--- src/rtl/io_uart_pkg.sv ---
// Shared definitions for the io-bus UART transmitter: FSM encoding,
// register offsets and status bit positions.
package io_uart_pkg;

    typedef enum logic [1:0] {
        S_IDLE  = 2'd0,
        S_START = 2'd1,
        S_DATA  = 2'd2,
        S_STOP  = 2'd3
    } tx_state_e;

    // Register offsets relative to BASE_ADDR (8-bit, so the sum wraps).
    localparam logic [7:0] DATA_OFS = 8'd0;
    localparam logic [7:0] STAT_OFS = 8'd1;

    // Status register bit positions.
    localparam int ST_FULL  = 0;
    localparam int ST_EMPTY = 1;
    localparam int ST_BUSY  = 2;
    localparam int ST_OVF   = 3;

    // Baud counter width; covers CLKS_PER_BIT up to 65535.
    localparam int BAUD_W = 16;

endpackage

--- src/rtl/io_uart_tx_if.sv ---
// CPU io-bus signals seen by an io-space responder. The master side is the
// CPU (or a testbench standing in for it); the slave side is the peripheral.
interface io_uart_tx_if;

    logic [7:0] i_bus;        // write data from the CPU
    logic [7:0] o_bus;        // read data to the tristate net, 8'h00 when idle
    logic       o_busNOE;     // active-low output enable for o_bus
    logic       i_ioSelect;   // io space qualifier
    logic [7:0] i_ioAddress;  // io register address
    logic       i_ioNOE;      // active-low read strobe
    logic       i_ioNWE;      // active-low write strobe

    modport master (
        output i_bus, i_ioSelect, i_ioAddress, i_ioNOE, i_ioNWE,
        input  o_bus, o_busNOE
    );

    modport slave (
        input  i_bus, i_ioSelect, i_ioAddress, i_ioNOE, i_ioNWE,
        output o_bus, o_busNOE
    );

endinterface

--- src/rtl/io_uart_fifo.sv ---
// Synchronous FIFO with first-word-fall-through head. A push while full is
// accepted only when a pop happens in the same cycle; otherwise it is dropped
// and the caller decides what to do about it.
module io_uart_fifo #(
    parameter int DEPTH = 8,
    parameter int WIDTH = 8
) (
    input  logic             clk,
    input  logic             rst,
    input  logic             i_push,
    input  logic [WIDTH-1:0] i_push_data,
    input  logic             i_pop,
    output logic [WIDTH-1:0] o_head,
    output logic             o_full,
    output logic             o_empty
);

    localparam int AW = (DEPTH > 1) ? $clog2(DEPTH) : 1;
    localparam int CW = AW + 1;

    logic [WIDTH-1:0] mem_q [DEPTH];
    logic [AW-1:0]    wr_ptr_q, wr_ptr_d;
    logic [AW-1:0]    rd_ptr_q, rd_ptr_d;
    logic [CW-1:0]    count_q, count_d;
    logic             push_ok, pop_ok;

    assign o_full  = (count_q == CW'(DEPTH));
    assign o_empty = (count_q == '0);
    assign o_head  = mem_q[rd_ptr_q];
    assign pop_ok  = i_pop && !o_empty;
    assign push_ok = i_push && (!o_full || pop_ok);

    // Next pointer and occupancy from the accepted push/pop pair.
    always_comb begin
        // NOTE: every always_comb output gets a default first so no path
        // leaves it unassigned, which would infer a latch.
        wr_ptr_d = wr_ptr_q;
        rd_ptr_d = rd_ptr_q;
        count_d  = count_q;
        if (push_ok) wr_ptr_d = wr_ptr_q + AW'(1);
        if (pop_ok)  rd_ptr_d = rd_ptr_q + AW'(1);
        unique case ({push_ok, pop_ok})
            2'b10:   count_d = count_q + CW'(1);
            2'b01:   count_d = count_q - CW'(1);
            default: count_d = count_q;
        endcase
    end

    // Pointer and count registers.
    always_ff @(posedge clk or posedge rst) begin
        // NOTE: sequential state uses non-blocking assignments so every flop
        // samples pre-edge values regardless of statement order.
        if (rst) begin
            wr_ptr_q <= '0;
            rd_ptr_q <= '0;
            count_q  <= '0;
        end else begin
            wr_ptr_q <= wr_ptr_d;
            rd_ptr_q <= rd_ptr_d;
            count_q  <= count_d;
        end
    end

    // Storage array write port.
    // NOTE: the storage is deliberately not reset; the pointers and count
    // define which entries are valid, and leaving it unreset keeps it a RAM.
    always_ff @(posedge clk) begin
        if (push_ok) mem_q[wr_ptr_q] <= i_push_data;
    end

endmodule

--- src/rtl/io_uart_tx.sv ---
// io-bus UART transmitter. The CPU writes bytes to the data register, which
// queue in a FIFO; a serial engine sends them as 8N1 frames with no gap
// between queued bytes. The status register reports full/empty/busy/overflow.
module io_uart_tx
    import io_uart_pkg::*;
#(
    parameter logic [7:0] BASE_ADDR    = 8'h10,
    parameter int         CLKS_PER_BIT = 868,
    parameter int         FIFO_DEPTH   = 8
) (
    input  logic        i_clk,
    input  logic        i_reset,
    io_uart_tx_if.slave bus,
    output logic        o_uartTx,
    output logic        o_txBusy
);

    localparam logic [7:0]        DATA_ADDR = BASE_ADDR + DATA_OFS;
    localparam logic [7:0]        STAT_ADDR = BASE_ADDR + STAT_OFS;
    localparam logic [BAUD_W-1:0] BAUD_LOAD = BAUD_W'(CLKS_PER_BIT - 1);

    logic hit_data, hit_stat, rd_en, wr_data, wr_stat;
    logic [7:0] status;

    logic       fifo_pop, fifo_full, fifo_empty;
    logic [7:0] fifo_head;

    tx_state_e         state_q, state_d;
    logic [BAUD_W-1:0] baud_q, baud_d;
    logic [2:0]        bit_q, bit_d;
    logic [7:0]        shift_q, shift_d;
    logic              tx_q, tx_d;
    logic              busy_q, busy_d;
    logic              ovf_q, ovf_d;

    // Address decode, status assembly and the combinational read path.
    always_comb begin
        hit_data = bus.i_ioSelect && (bus.i_ioAddress == DATA_ADDR);
        hit_stat = bus.i_ioSelect && (bus.i_ioAddress == STAT_ADDR);
        rd_en    = (hit_data || hit_stat) && !bus.i_ioNOE;
        wr_data  = hit_data && !bus.i_ioNWE;
        wr_stat  = hit_stat && !bus.i_ioNWE;

        status           = 8'h00;
        status[ST_FULL]  = fifo_full;
        status[ST_EMPTY] = fifo_empty;
        status[ST_BUSY]  = busy_q;
        status[ST_OVF]   = ovf_q;

        bus.o_busNOE = !rd_en;
        // Data register reads as zero; only the status register returns data.
        bus.o_bus    = (rd_en && hit_stat) ? status : 8'h00;
    end

    io_uart_fifo #(
        .DEPTH (FIFO_DEPTH),
        .WIDTH (8)
    ) u_fifo (
        .clk         (i_clk),
        .rst         (i_reset),
        .i_push      (wr_data),
        .i_push_data (bus.i_bus),
        .i_pop       (fifo_pop),
        .o_head      (fifo_head),
        .o_full      (fifo_full),
        .o_empty     (fifo_empty)
    );

    // Sticky overflow: set by a dropped push, cleared by writing bit3 of status.
    always_comb begin
        ovf_d = ovf_q;
        if (wr_data && fifo_full && !fifo_pop) begin
            ovf_d = 1'b1;
        end else if (wr_stat && bus.i_bus[ST_OVF]) begin
            ovf_d = 1'b0;
        end
    end

    // Serial engine: next state, baud/bit counters, shift register and line.
    always_comb begin
        state_d  = state_q;
        baud_d   = baud_q;
        bit_d    = bit_q;
        shift_d  = shift_q;
        tx_d     = tx_q;
        fifo_pop = 1'b0;

        unique case (state_q)
            S_IDLE: begin
                if (!fifo_empty) begin
                    fifo_pop = 1'b1;
                    shift_d  = fifo_head;
                    baud_d   = BAUD_LOAD;
                    state_d  = S_START;
                    tx_d     = 1'b0;
                end
            end
            S_START: begin
                if (baud_q == '0) begin
                    state_d = S_DATA;
                    bit_d   = 3'd0;
                    baud_d  = BAUD_LOAD;
                    tx_d    = shift_q[0];
                end else begin
                    baud_d = baud_q - BAUD_W'(1);
                end
            end
            S_DATA: begin
                if (baud_q == '0) begin
                    baud_d = BAUD_LOAD;
                    if (bit_q == 3'd7) begin
                        state_d = S_STOP;
                        tx_d    = 1'b1;
                    end else begin
                        shift_d = {1'b0, shift_q[7:1]};
                        tx_d    = shift_q[1];
                        bit_d   = bit_q + 3'd1;
                    end
                end else begin
                    baud_d = baud_q - BAUD_W'(1);
                end
            end
            S_STOP: begin
                if (baud_q == '0) begin
                    if (!fifo_empty) begin
                        // Chain straight into the next frame with no idle gap.
                        fifo_pop = 1'b1;
                        shift_d  = fifo_head;
                        baud_d   = BAUD_LOAD;
                        state_d  = S_START;
                        tx_d     = 1'b0;
                    end else begin
                        state_d = S_IDLE;
                        tx_d    = 1'b1;
                    end
                end else begin
                    baud_d = baud_q - BAUD_W'(1);
                end
            end
            default: state_d = S_IDLE;
        endcase

        busy_d = (state_d != S_IDLE);
    end

    // Engine and control registers; reset forces the line high at once.
    always_ff @(posedge i_clk or posedge i_reset) begin
        if (i_reset) begin
            state_q <= S_IDLE;
            baud_q  <= '0;
            bit_q   <= '0;
            shift_q <= '0;
            tx_q    <= 1'b1;
            busy_q  <= 1'b0;
            ovf_q   <= 1'b0;
        end else begin
            state_q <= state_d;
            baud_q  <= baud_d;
            bit_q   <= bit_d;
            shift_q <= shift_d;
            tx_q    <= tx_d;
            busy_q  <= busy_d;
            ovf_q   <= ovf_d;
        end
    end

    assign o_uartTx = tx_q;
    assign o_txBusy = busy_q;

endmodule
--- src/flat_wrapper.sv ---
// flat-port wrapper written by rule: the top's interface ports become plain ports
module io_uart_tx_flat import io_uart_pkg::*;
#(
    parameter logic [7:0] BASE_ADDR    = 8'h10,
    parameter int         CLKS_PER_BIT = 868,
    parameter int         FIFO_DEPTH   = 8
)
  (i_clk, i_reset, o_uartTx, o_txBusy, bus_i_bus, bus_i_ioSelect, bus_i_ioAddress, bus_i_ioNOE, bus_i_ioNWE, bus_o_bus, bus_o_busNOE);
  io_uart_tx_if bus_i ();
  input  logic i_clk;
  input  logic i_reset;
  output logic o_uartTx;
  output logic o_txBusy;
  input wire logic [$bits(bus_i.i_bus)-1:0] bus_i_bus;
  input wire logic [$bits(bus_i.i_ioSelect)-1:0] bus_i_ioSelect;
  input wire logic [$bits(bus_i.i_ioAddress)-1:0] bus_i_ioAddress;
  input wire logic [$bits(bus_i.i_ioNOE)-1:0] bus_i_ioNOE;
  input wire logic [$bits(bus_i.i_ioNWE)-1:0] bus_i_ioNWE;
  output wire logic [$bits(bus_i.o_bus)-1:0] bus_o_bus;
  output wire logic [$bits(bus_i.o_busNOE)-1:0] bus_o_busNOE;
  assign bus_i.i_bus = bus_i_bus;
  assign bus_i.i_ioSelect = bus_i_ioSelect;
  assign bus_i.i_ioAddress = bus_i_ioAddress;
  assign bus_i.i_ioNOE = bus_i_ioNOE;
  assign bus_i.i_ioNWE = bus_i_ioNWE;
  assign bus_o_bus = bus_i.o_bus;
  assign bus_o_busNOE = bus_i.o_busNOE;
  io_uart_tx #(.BASE_ADDR(BASE_ADDR), .CLKS_PER_BIT(CLKS_PER_BIT), .FIFO_DEPTH(FIFO_DEPTH)) u_core (.i_clk(i_clk), .i_reset(i_reset), .bus(bus_i), .o_uartTx(o_uartTx), .o_txBusy(o_txBusy));
endmodule
--- config.mk ---
export PLATFORM = sky130hd
export DESIGN_NAME = io_uart_tx_flat
export DESIGN_NICKNAME = d
export VERILOG_FILES = /design/src/rtl/io_uart_pkg.sv /design/src/rtl/io_uart_tx_if.sv /design/src/rtl/io_uart_fifo.sv /design/src/rtl/io_uart_tx.sv /design/src/flat_wrapper.sv
export SDC_FILE = /design/constraint.sdc
export NUM_CORES = 1
export LEC_CHECK = 0
export CORE_MARGIN = 10
export CORE_UTILIZATION = 55
export CTS_BUF_LIST = sky130_fd_sc_hd__clkbuf_4 sky130_fd_sc_hd__clkbuf_8 sky130_fd_sc_hd__clkbuf_16
export CTS_CLUSTER_SIZE = 16
export DETAILED_ROUTE_END_ITERATION = 7
export PLACE_DENSITY = 0.78
export SLEW_MARGIN = 10
export SYNTH_ARGS = -nofsm -noshare
export SYNTH_HDL_FRONTEND = slang
export SYNTH_HIERARCHICAL = 1
export SYNTH_SLANG_ARGS = --single-unit
--- constraint.sdc ---
create_clock -name i_clk -period 4.9 [get_ports i_clk]
set_clock_uncertainty 0.2 [all_clocks]
set_input_delay 0.98 -clock i_clk [delete_from_list [all_inputs] [get_ports i_clk]]
set_output_delay 0.98 -clock i_clk [all_outputs]
set_load 0.01 [all_outputs]
# Yosys cells after proc, flatten, opt, wreduce, memory -nomap -nowiden
# Memories as Yosys holds them, arrays and structs flattened.
# Cells that the tools add are included.
# op_classes
mux	36
n_addsub	6
n_eq_ne	14
reduce_logical	31
# ops
op	count
two-way mux 16 bit	3
one-hot mux 16 bit (3 select lines)	1
two-way mux 8 bit	4
one-hot mux 8 bit (3 select lines)	1
== test 8 x 5 -> 1 bit (second input constant)	2
logical NOT 16 bit	1
subtractor 16 x 1 -> 16 bit (second input constant)	1
two-way mux 1 bit	13
AND reduction 4 bit	3
logical AND 1 bit	11
two-way mux 2 bit	5
adder 3 x 1 -> 3 bit (second input constant)	3
two-way mux 3 bit	3
one-hot mux 2 bit (4 select lines)	1
one-hot mux 4 bit (2 select lines)	1
nonzero test 2 bit	4
== test 2 bit (second input constant)	3
logical NOT 1 bit	6
inequality test 2 x 1 -> 1 bit (second input constant)	3
one-hot mux 3 bit (2 select lines)	1
adder 4 x 1 -> 4 bit (second input constant)	1
== test 2 x 1 -> 1 bit (second input constant)	2
== test 4 bit (second input constant)	1
logical NOT 4 bit	1
10 further kinds	12
# word_totals
elab_cells	98
ramBits	64
regBits	42
inputBits	21
mem_count	1
output_inout_bits	11
# memory_table
memory	depth	word_bits	rd	rd_ports_with_merged_regs	write_ports	line_no	source
u_core.u_fifo.mem_q	8	8	1	0	1	io_uart_fifo.sv:21	logic [WIDTH-1:0] mem_q [DEPTH];

# Longest topological paths before layout
# Gate-level depths: netlist of the first run.
# depth
word_depth	9
ltp_mapped	13
mapped_depth_nobuf	13

# Hierarchy
# Netlist of the first run, hierarchy kept.
# by_module_without_submodules
mod	seq_area_each_um2	area_each_um2	n_inst	cells_each
io_uart_fifo	2172.1	3135.5	1	165
io_uart_tx	802.0	2180.8	1	232

# Worst setup path before layout of the first run
# Ideal clock, no wire load.
# synth_path
path_type	register to register
from	register u_core.baud_q[2]
to	register u_core.u_fifo.count_q[3]
setup_time_ns	0.069
arrival_ns	3.492
t_required_ns	4.631
slack_ns	1.139
path_stages_with_launch	14
n_path_buf	1
period_less_slack_ns	3.761
cell_sequence	dfrtp_1 > clkbuf_1 > nor4_1 > and4_1 > a31oi_1 > nor3_1 > o21ai_2 > or2_2 > inv_1 > ha_1 > or2_2 > nand3_1 > mux2_2 > nand3b_1
# synth_via
elab_chain_len	8
word_cells_on_any_way	10
cone_classes	eq/ne (2); mux (3); reduce/logical (5)
# synth_lines
item	line_no	source
start, declared	io_uart_tx.sv:29	logic [BAUD_W-1:0] baud_q, baud_d;
start signal, assigned	io_uart_tx.sv:158	baud_q <= baud_d;
logical NOT 16 bit *	io_uart_tx.sv:124	if (baud_q == '0) begin
two-way mux 1 bit *	io_uart_tx.sv:124	
one-hot mux 1 bit (2 select lines) *	io_uart_tx.sv:88	unique case (state_q)
named net u_core.fifo_pop	io_uart_tx.sv:25	logic fifo_pop, fifo_full, fifo_empty;
logical AND 1 bit *	io_uart_fifo.sv:30	assign pop_ok = i_pop && !o_empty;
logical OR 1 bit	io_uart_fifo.sv:31	assign push_ok = i_push && (!o_full || pop_ok);
logical AND 1 bit	io_uart_fifo.sv:31	
== test 2 x 1 -> 1 bit or == test 2 bit (tied branches)	io_uart_fifo.sv:42	unique case ({push_ok, pop_ok})
one-hot mux 4 bit (2 select lines) or nonzero test 2 bit (tied branches)	-	
end signal, assigned	io_uart_fifo.sv:60	count_q <= count_d;
end, declared	io_uart_fifo.sv:24	logic [CW-1:0] count_q, count_d;
# Mark *: on every way through the listed nets, which the timed path passes. The rest lies on a longest branch.
# A chain may end at the register's enable or synchronous reset.

# Worst setup path in the final report of the first run
# layout_path
from	input port bus_i_ioAddress[4]
to	output port bus_o_bus[1]
# layout_via
elab_chain_len	6
word_cells_on_any_way	8
cone_classes	eq/ne (2); mux (1); reduce/logical (5)
# layout_lines
item	line_no	source
start, declared	flat_wrapper.sv:16	input wire logic [$bits(bus_i.i_ioAddress)-1:0] bus_i_ioAddress;
== test 8 x 5 -> 1 bit (on tied branches)	io_uart_tx.sv:38, io_uart_tx.sv:39	
logical AND 1 bit (on tied branches)	io_uart_tx.sv:38, io_uart_tx.sv:39	
logical OR 1 bit	io_uart_tx.sv:40	rd_en = (hit_data || hit_stat) && !bus.i_ioNOE;
logical AND 1 bit	io_uart_tx.sv:40	
logical AND 1 bit *	io_uart_tx.sv:52	bus.o_bus = (rd_en && hit_stat) ? status : 8'h00;
two-way mux 4 bit *	io_uart_tx.sv:52	
end, declared	flat_wrapper.sv:19	output wire logic [$bits(bus_i.o_bus)-1:0] bus_o_bus;
# Every way passes the cells marked *; elsewhere a longest branch is shown, timed or not.

==> impl_metrics.toml, run 1 <==
[detailed_routing]
routedWlPerCell_um = 18.36
wl_um = 10300
dr_total_vias = 3263
ant_nets = 0
drt-initial-drc-count = 202
drc = 0
via_per_inst = 5.816
wl_met3_um = 398
top_layer = "met4"
dr_wl_met2_um = 5263
dr.pass1.iters = 4
wl_met1_um = 4476

[timing]
fin_crit_sh = 0.8416
setup_viol = 0
worstMarginPinSlew_ns = 1.075
timing_hold_violations_final = 0
slew_violations = 0
min_period_ns = 4.124
fin_tns_setup_ns = 0
max_freq_mhz = 242.5
slew_headroom = 0.2825
rsz0062_at_grt = "no"

[floorplanning]
ios = 32
die_w_um = 118.3
fp.dieH_um = 118.3
rows = 35
core_area_sq_um = 9328
initial_core_util = 0.5700
fp.dieArea_sq_um = 14000

[power_and_ir_drop]
p_leak_uw = 0.002250
cellPowerDensity_nw_per_um2 = 257.1
irDropWorstVdd_mv = 0.3024

[clock_network]
hold_buffers = 0
numCtsBuffers = 9
clkTransAtPathRegs_ns = 0.10
cts_root_buffer = "clkbuf_8"
clockBufferDepth = 2
clock-sinks = 106
cts_htree_levels = 3
post_cts.repair.setup_buffers = 0
insertion_delay_ns = 0.37
cts_tree = "done"
post_cts_resized = 0

[final_layout]
final_cell_mix = "edfxtp_1 (64), dfrtp_1 (41), clkdlybuf4s50_1 (27), mux2_2 (27), nand2_1 (24)"
area_growth_pct = 10.92
final_cell_area_sq_um = 5897
drive_gt1_frac = 0.1829
nets = 462
n_antenna_cell = 0
final_common_cell = "edfxtp_1"
fill_cells = 689

[grt]
track_usage = 0.1476
antenna_found_initial = 0
grt_max_degree = 29
grt_overflow_total = 0
grt_pass1_wl_um = 16630
grt_pass1_vias = 3221

[placed_design]
placed_area_sq_um = 5695
gp_congestion = 0.8824
place_hpwl_um = 7419
portBuffers = 27

[setup_path]
crit_required_ns = 3.72
path_cells = "clkdlybuf4s50_1, nor4bb_1, nand2_1, or2_2, nor2_1, and2_1, clkdlybuf4s50_1"
crit_top_cell = "clkdlybuf4s50_1"
crit_path_end_kind = "primary output"
startpoint_type = "input pin"
path_max_fanout = 3
path_class = "input pin to primary output"
crit_path_max_incr_delay_ns = 0.54
slowest_stage = "clkdlybuf4s50_1"
cp_data_arrival_time_ns = 2.94

[synthesis]
syn-instance-count = 397
yosys_warnings = 6
synth.distinct_cells = 66
ys.flop_type = "edfxtp_1"
synth.avg_cell_area_sq_um = 13.39
synth_seq_cells = 106
ys_async_sr_fraction = 0.3962
synth_edf_count = 64
seq_area_frac_synth = 0.5594
synthesis.area_sq_um = 5316

[outcome]
status = "finished, final reports clean"

[hold_path]
hold_class = "flip-flop to flip-flop"

[run]
cap_viol_max_count = 0
==> final timing paths <==
check | startpoint | to | cells past startpoint | slack, ns
setup / recovery | bus_i_ioAddress[4] | bus_o_bus[1] | 7 | 0.78
hold / removal | u_core/shift_q[6]$_DFFE_PP0P_ | u_core/shift_q[6]$_DFFE_PP0P_ | 1 | 0.32
setup reg to reg | u_core/baud_q[2]$_DFF_PP0_ | u_core/u_fifo/count_q[3]$_DFFE_PP0P_ | 13 | 1.10
hold reg to reg | u_core/shift_q[6]$_DFFE_PP0P_ | u_core/shift_q[6]$_DFFE_PP0P_ | 1 | 0.32
max in group asynchronous | i_reset | u_core/o_uartTx$_DFFE_PP1P_ | 3 | 2.73
min in group asynchronous | i_reset | u_core/u_fifo/count_q[3]$_DFFE_PP0P_ | 2 | 0.71
==> power by group <==
| part | internal [uW] | total [uW] | switching, uW | leakage (uW) |
|---|---|---|---|---|
| clock | 205 | 531 | 326 | 0.000100 |
| combinational | 16.9 | 35.5 | 18.6 | 0.00107 |
| sequential | 948 | 949 | 0.784 | 0.00108 |
==> per-layer routing <==
layer,GRT usage,vias up
met3,0.03475,19
met4,0.05023,0
met2,0.2483,81
met1,0.1826,1609
li1,-,1554
met5,0,-
==> cell usage after synthesis, types with 2 or more instances <==
cell	n	share of area
a21oi_1	17	0.016
a22o_1	2	0.0033
a31oi_1	5	0.0059
and2_1	6	0.0071
and4b_1	2	0.0038
buf_1	2	0.0014
buf_2	2	0.0019
buf_4	4	0.0056
buf_6	6	0.013
clkbuf_1	7	0.0049
dfrtp_1	41	0.19
edfxtp_1	64	0.36
ha_1	13	0.031
inv_1	19	0.013
mux2_2	27	0.057
mux2i_1	2	0.0038
mux4_1	12	0.059
mux4_2	4	0.017
nand2_1	24	0.017
nand2b_1	7	0.0082
nand3_1	10	0.0094
nor2_1	22	0.016
nor2b_1	2	0.0024
nor3_1	9	0.0085
nor3b_1	2	0.0028
nor4_1	7	0.0082
o211ai_1	3	0.0042
o21ai_0	13	0.012
o22a_1	5	0.0082
o2bb2ai_1	2	0.0033
o31a_2	3	0.0056
o31ai_1	2	0.0028
o41ai_1	2	0.0033
or2_2	6	0.0071
or3_1	5	0.0059
or4_4	2	0.0042
xnor2_1	6	0.0099
xor2_1	2	0.0033
==> worst max-delay path, delay by kind of cell <==
kind / cells / cell delay (ns)
buffers and inverters: 2 / 0.99
AND/OR/NAND/NOR: 5 / 0.98
==> state kept, by name (all words and copies together), names as in the netlist <==
name	cells
u_core/u_fifo/wr_ptr_q	3
u_core/shift_q	8
u_core/bit_q	3
u_core/state_q	2
u_core/u_fifo/rd_ptr_q	3
u_core/u_fifo/mem_q	64
u_core/o_uartTx	1
u_core/baud_q	16
u_core/ovf_q	1
u_core/o_txBusy	1
u_core/u_fifo/count_q	4
==> per-stage QoR <==
| step | hold slack, ns | total power, uW | utilization | worst slack (ns) | cells |
|---|---|---|---|---|---|
| global placement | 0.2819 | 1003 | 0.6106 | 0.8537 | 545 |
| finish | 0.3167 | 1516 | 0.6322 | 0.7759 | 561 |
| global route | 0.3319 | 1565 | 0.6322 | 0.6822 | 561 |
| floorplan | 0.2501 | 981.4 | - | 1.139 | 400 |
| detailed placement | 0.2935 | 1004 | 0.6106 | 0.7759 | 545 |
| CTS | 0.3175 | 1533 | 0.6322 | 0.7740 | 561 |
==> logic make-up after synthesis <==
group           share of synthesized area
simple gates                       0.1222
flops                              0.5594
compound gates                    0.08920
mux                                0.1400
buf+inv                           0.04095
fa+ha+maj                         0.03436
xor+xnor                          0.01318
other cells                     0.0007054
==> area by class of cell <==
class,count,area [sq um],area share
flip-flops and latches,106,2974,0.5043
inverters,19,71.32,0.01209
clock buffers,9,123.9,0.02101
multi-input cells,253,2136,0.3622
repair buffers,38,352.8,0.05983
clock inverters,7,77.57,0.01316
well taps,129,161.4,0.02737
Note: power is estimated with default switching activity, not from simulation.
==> run 2: changes to the inputs <==
--- a/config.mk
+++ b/config.mk
@@ -6,11 +6,11 @@
 export NUM_CORES = 1
 export LEC_CHECK = 0
 export CORE_MARGIN = 10
-export CORE_UTILIZATION = 55
+export CORE_UTILIZATION = 54
 export CTS_BUF_LIST = sky130_fd_sc_hd__clkbuf_4 sky130_fd_sc_hd__clkbuf_8 sky130_fd_sc_hd__clkbuf_16
 export CTS_CLUSTER_SIZE = 16
 export DETAILED_ROUTE_END_ITERATION = 7
-export PLACE_DENSITY = 0.78
+export PLACE_DENSITY = 0.79
 export SLEW_MARGIN = 10
 export SYNTH_ARGS = -nofsm -noshare
 export SYNTH_HDL_FRONTEND = slang
==> constraint.sdc (replaced) <==
create_clock -name i_clk -period 3.77 [get_ports i_clk]
set_clock_uncertainty 0.2 [all_clocks]
set_input_delay 0.754 -clock i_clk [delete_from_list [all_inputs] [get_ports i_clk]]
set_output_delay 0.754 -clock i_clk [all_outputs]
set_load 0.01 [all_outputs]
==> run 2 against run 1 <==
Setup slack worse by 0.65 ns. Count of clock-buffer cells in the layout rose by 1. Global-route usage increased by 0.20 points. Combinational power grew 30%. Die area rose by 1.5%. Critical path depth did not move. Core utilization down 1.8 points. Clock power is 38% higher. Highest routed layer unchanged.
==> impl_metrics.toml, run 2 (synthesized netlist as in run 1, its figures left out) <==
[outcome]
status = "finished, final reports clean"

[timing]
finalHoldWorstSlack_ns = 0.3176
max_freq_mhz = 274.6
worstMarginPinSlew_ns = 0.8577
slew_violations = 0
timing_hold_violations_final = 0
slew_headroom = 0.4282
fin_crit_sh = 0.9658
min_period_ns = 3.641
fin_tns_setup_ns = 0
rsz0062_at_grt = "no"
setup_ws_ns = 0.1289
setup_viol = 0

[final_layout]
fill_cells = 721
fin_cells = 569
n_antenna_cell = 0
final_common_cell = "edfxtp_1"
top_register = "u_core/u_fifo/mem_q"
postLayoutCoreUtil = 0.6140
final_cell_mix = "edfxtp_1 (64), dfrtp_1 (41), clkdlybuf4s50_1 (27), mux2_2 (27), nand2_1 (24)"
nets = 466
reg.largest.list = "u_core/u_fifo/mem_q: 64 flops, u_core/baud_q: 16 flops, u_core/shift_q: 8 flops"
largest_reg_flops = 64
drive_gt1_frac = 0.1927
area_growth_pct = 11.84

[power_and_ir_drop]
p_leak_uw = 0.002273
irDropWorstVdd_mv = 0.3438
cellPowerDensity_nw_per_um2 = 338.4

[grt]
track_usage = 0.1497
grt_max_degree = 33
grt_pass1_vias = 3410
grt_overflow_total = 0
antenna_found_initial = 0
grt_pass1_wl_um = 17240

[setup_path]
path_max_fanout = 3
r2r_cells = 12
crit_required_ns = 2.82
startpoint_type = "input pin"
crit_path_end_kind = "primary output"
cp_data_arrival_time_ns = 2.69
path_class = "input pin to primary output"

[floorplanning]
rows = 36
initial_core_util = 0.5490
fp.dieH_um = 119.2
core_area_sq_um = 9684
fp.dieArea_sq_um = 14210
die_w_um = 119.2
ios = 32

[hold_path]
whs_path_depth = 2
hold_class = "flip-flop to flip-flop"

[clock_network]
clockBufferDepth = 2
cts_tree = "done"
clock-sinks = 106
post_cts.repair.setup_buffers = 0
hold_buffers = 0
clkTransAtPathRegs_ns = 0.10
cts_root_buffer = "clkbuf_8"
cts_htree_levels = 3
numCtsBuffers = 9
insertion_delay_ns = 0.37

[placed_design]
gp_congestion = 0.9062
dp_slack_ns = 0.1150
placed_cells = 553
portBuffers = 27
place_hpwl_um = 7268

[detailed_routing]
dr_total_vias = 3333
drc = 0
via_per_inst = 5.858
ant_nets = 0
drt-initial-drc-count = 288
routedWlPerCell_um = 18.02
wl_um = 10260
dr.pass1.iters = 5

[run]
cap_viol_max_count = 0
-- run 2: cell count changes in the layout (fill, tap and decap cells not counted) --
| cell | previous run | this run |
|---|---|---|
| buf_4 | 11 | 15 |
| bufinv_16 | 0 | 1 |
| clkbuf_4 | 0 | 1 |
| clkinv_8 | 1 | 0 |
| inv_6 | 1 | 2 |
| inv_8 | 4 | 2 |
| nor4_1 | 7 | 6 |
| nor4_2 | 0 | 1 |
-- run 2: report_power, final --
group / switching [uW] / internal (uW)
combinational: 24.1 / 22.1
sequential: 0.964 / 1230
clock: 404 / 329
total: 429 / 1580
-- run 2: through the flow --
stage | cell area (sq um) | total power [uW]
final | 5946 | 2012
after global routing | 5946 | 2083
after CTS | 5939 | 2034
after detailed placement | 5731 | 1306
after global placement | 5731 | 1303
after floorplan | 5328 | 1276
-- run 2: final cells by class --
| cell class | instances | area, sq um | share of cell area |
|---|---|---|---|
| Multi-Input combinational cell | 253 | 2142 | 0.3603 |
| Clock buffer | 10 | 131.4 | 0.02210 |
| Sequential cell | 106 | 2974 | 0.5002 |
| Tap cell | 133 | 166.4 | 0.02799 |
| Clock inverter | 6 | 77.57 | 0.01305 |
| Inverter | 19 | 71.32 | 0.01199 |
| Timing Repair Buffer | 42 | 382.9 | 0.06439 |
-- run 2: final timing paths --
check | from | end | slack [ns]
min reg2reg | u_core/ovf_q$_DFFE_PP0P_ | u_core/ovf_q$_DFFE_PP0P_ | 0.32
min in group asynchronous | i_reset | u_core/u_fifo/count_q[3]$_DFFE_PP0P_ | 0.48
max reg2reg | u_core/baud_q[9]$_DFF_PP0_ | u_core/u_fifo/count_q[3]$_DFFE_PP0P_ | 0.24
max in group asynchronous | i_reset | u_core/o_uartTx$_DFFE_PP1P_ | 2.44
max | bus_i_ioAddress[4] | bus_o_bus[3] | 0.13
min | u_core/ovf_q$_DFFE_PP0P_ | u_core/ovf_q$_DFFE_PP0P_ | 0.32
-- run 2: repair_timing --
| item | in CTS | in global routing |
|---|---|---|
| resized for setup | 0 | 1 |
| endpoints found under the hold margin | 0 | 0 |
| endpoints found under the setup margin | 0 | 1 |
-- run 2: routing by layer --
| layer | global-route usage | vias up | part of all wire |
|---|---|---|---|
| met4 | 0.05267 | 0 | 0.017 |
| met2 | 0.2652 | 67 | 0.53 |
| met1 | 0.1724 | 1683 | 0.41 |
| met3 | 0.03637 | 21 | 0.039 |
| met5 | 0 | - | 0 |
| li1 | - | 1562 | - |
-- run 2: critical path: stages --
cell and delay (ns):
clkdlybuf4s50_1 0.44, nor4bb_1 0.26, nand2_1 0.09, or2_2 0.30, nor2_1 0.15, and2_1 0.15
clkdlybuf4s50_1 0.54
==> run 3: changes to the inputs <==
--- a/config.mk
+++ b/config.mk
@@ -8,7 +8,7 @@
 export CORE_MARGIN = 10
 export CORE_UTILIZATION = 54
 export CTS_BUF_LIST = sky130_fd_sc_hd__clkbuf_4 sky130_fd_sc_hd__clkbuf_8 sky130_fd_sc_hd__clkbuf_16
-export CTS_CLUSTER_SIZE = 16
+export CTS_CLUSTER_SIZE = 30
 export DETAILED_ROUTE_END_ITERATION = 7
 export PLACE_DENSITY = 0.79
 export SLEW_MARGIN = 10
==> results of run 3 <==
The final DEF is identical to that of run 2; final timing and power are the same.
==> patch, RTL diff (flow settings as in run 1) <==
Encoding of `tx_state_e`: now Gray code (2 bits for 4 states).
--- a/src/rtl/io_uart_pkg.sv
+++ b/src/rtl/io_uart_pkg.sv
@@ -3,10 +3,10 @@
 package io_uart_pkg;
 
     typedef enum logic [1:0] {
-        S_IDLE  = 2'd0,
-        S_START = 2'd1,
-        S_DATA  = 2'd2,
-        S_STOP  = 2'd3
+        S_IDLE  = 2'b00,
+        S_START = 2'b01,
+        S_DATA  = 2'b11,
+        S_STOP  = 2'b10
     } tx_state_e;
 
     // Register offsets relative to BASE_ADDR (8-bit, so the sum wraps).
Behaviour: no difference found for any inputs over 10 cycles, from zero or initial values and one cycle with i_reset high; not proved beyond that.
==> patch against run 1 <==
Count of clock-buffer cells in the layout stayed put; sequential cell count stayed put; routed wire length is 6.5% lower; setup slack better by 0.057 ns; synthesized cell count is 5.0% lower; worst hold slack worse by 0.029 ns; sequential share of layout area is 2.6 points higher; synthesized area is 4.8% lower; power is 1.4% higher; design area is 4.9% lower; clock power is 4.1% higher.
==> patch: results (changes against run 1) <==
[status]
outcome = completed  ; unchanged

[place]
pre_cts_ws_ns = 0.827  ; was 0.776 ns
dp_cells = 504  ; was 545
gp_congestion = 0.812  ; was 0.882
placed_area_sq_mm = 0.00539  ; was 0.00570 sq mm

[routing]
routed_wl_mm = 9.63  ; was 10.3 mm
met3_length_um = 374  ; was 398 um
drt-met1-wl_mm = 4.01  ; was 4.48 mm
viasPerCell = 5.78  ; was 5.82
drt-wirelength-per-cell_um = 18.5  ; was 18.4 um
drt_iter0_markers = 203  ; was 202

[power_and_ir_drop]
p_clk_mw = 0.553  ; was 0.531 mW
clkPwrFrac_pct = 36.0  ; was 35.0%
ir_drop_mv = 0.211  ; was 0.302 mV
p_sw_mw = 0.361  ; was 0.346 mW

[layout]
nets = 437  ; was 462

[global_routing]
grt_first_pass_wirelength_mm = 15.7  ; was 16.6 mm
use_met1_pct = 18.5  ; was 18.3%
use_met2_pct = 26.5  ; was 24.8%
grtUsageTotal_pct = 15.2  ; was 14.8%
grt_pass1_vias = 3037  ; was 3221
use_met3_pct = 3.10  ; was 3.47%

[sta]
max_slew_margin_pct = 34.9  ; was 28.3%

[logic_synthesis]
synth_compound_area_share_pct = 8.31  ; was 8.92%
synth.top_cells.by_count = 64 x edfxtp_1, 41 x dfrtp_1, 30 x nand2_1, 30 x nor2_1, 19 x inv_1  ; was 64 x edfxtp_1, 41 x dfrtp_1, 27 x mux2_2
yosys.cell_types.count = 61  ; was 66
synth_area_per_cell_sq_um = 13.4  ; about the same
seq_area_frac_synth_pct = 58.8  ; was 55.9%
synth_xor_area_share_pct = 1.21  ; was 1.32%

[hold_path]
hold_path_startpoint = u_core/baud_q[15]  ; was u_core/shift_q[6]

[worst_setup_path]
r2r_start = u_core/baud_q[0]  ; was u_core/baud_q[2]

## patch: worst paths after layout
path                                            end  slack (ns)  depth (start not counted)
setup / recovery                       bus_o_bus[1]        0.83                          7
hold / removal                    u_core/baud_q[15]        0.29                          1
min in group asynchronous  u_core/u_fifo/count_q[1]        0.72                          2
setup reg to reg           u_core/u_fifo/count_q[3]        1.01                         13
hold reg to reg                   u_core/baud_q[15]        0.29                          1
max in group asynchronous           u_core/o_uartTx        3.36                          3
## patch: cell type report
cell class                 instances  area, sq um
sequential                       106         2970
tap                              108          135
multi-input combinational        233         1860
inverter                          19         71.3
clock buffer                       9          124
clock inverter                     7         93.8
timing repair buffer              38          353
fill                             653         3240
## patch: kinds of logic (layout without fill, tap and decap cells)
group	after synthesis	in the layout
DFF	106	106
buffers and inverters	41	73
muxes	37	37
other	1	4
adders and majority gates	9	9
and+or+nand+nor	118	118
xor gates and xnor gates	7	7
AOI/OAI and AO/OA	58	58
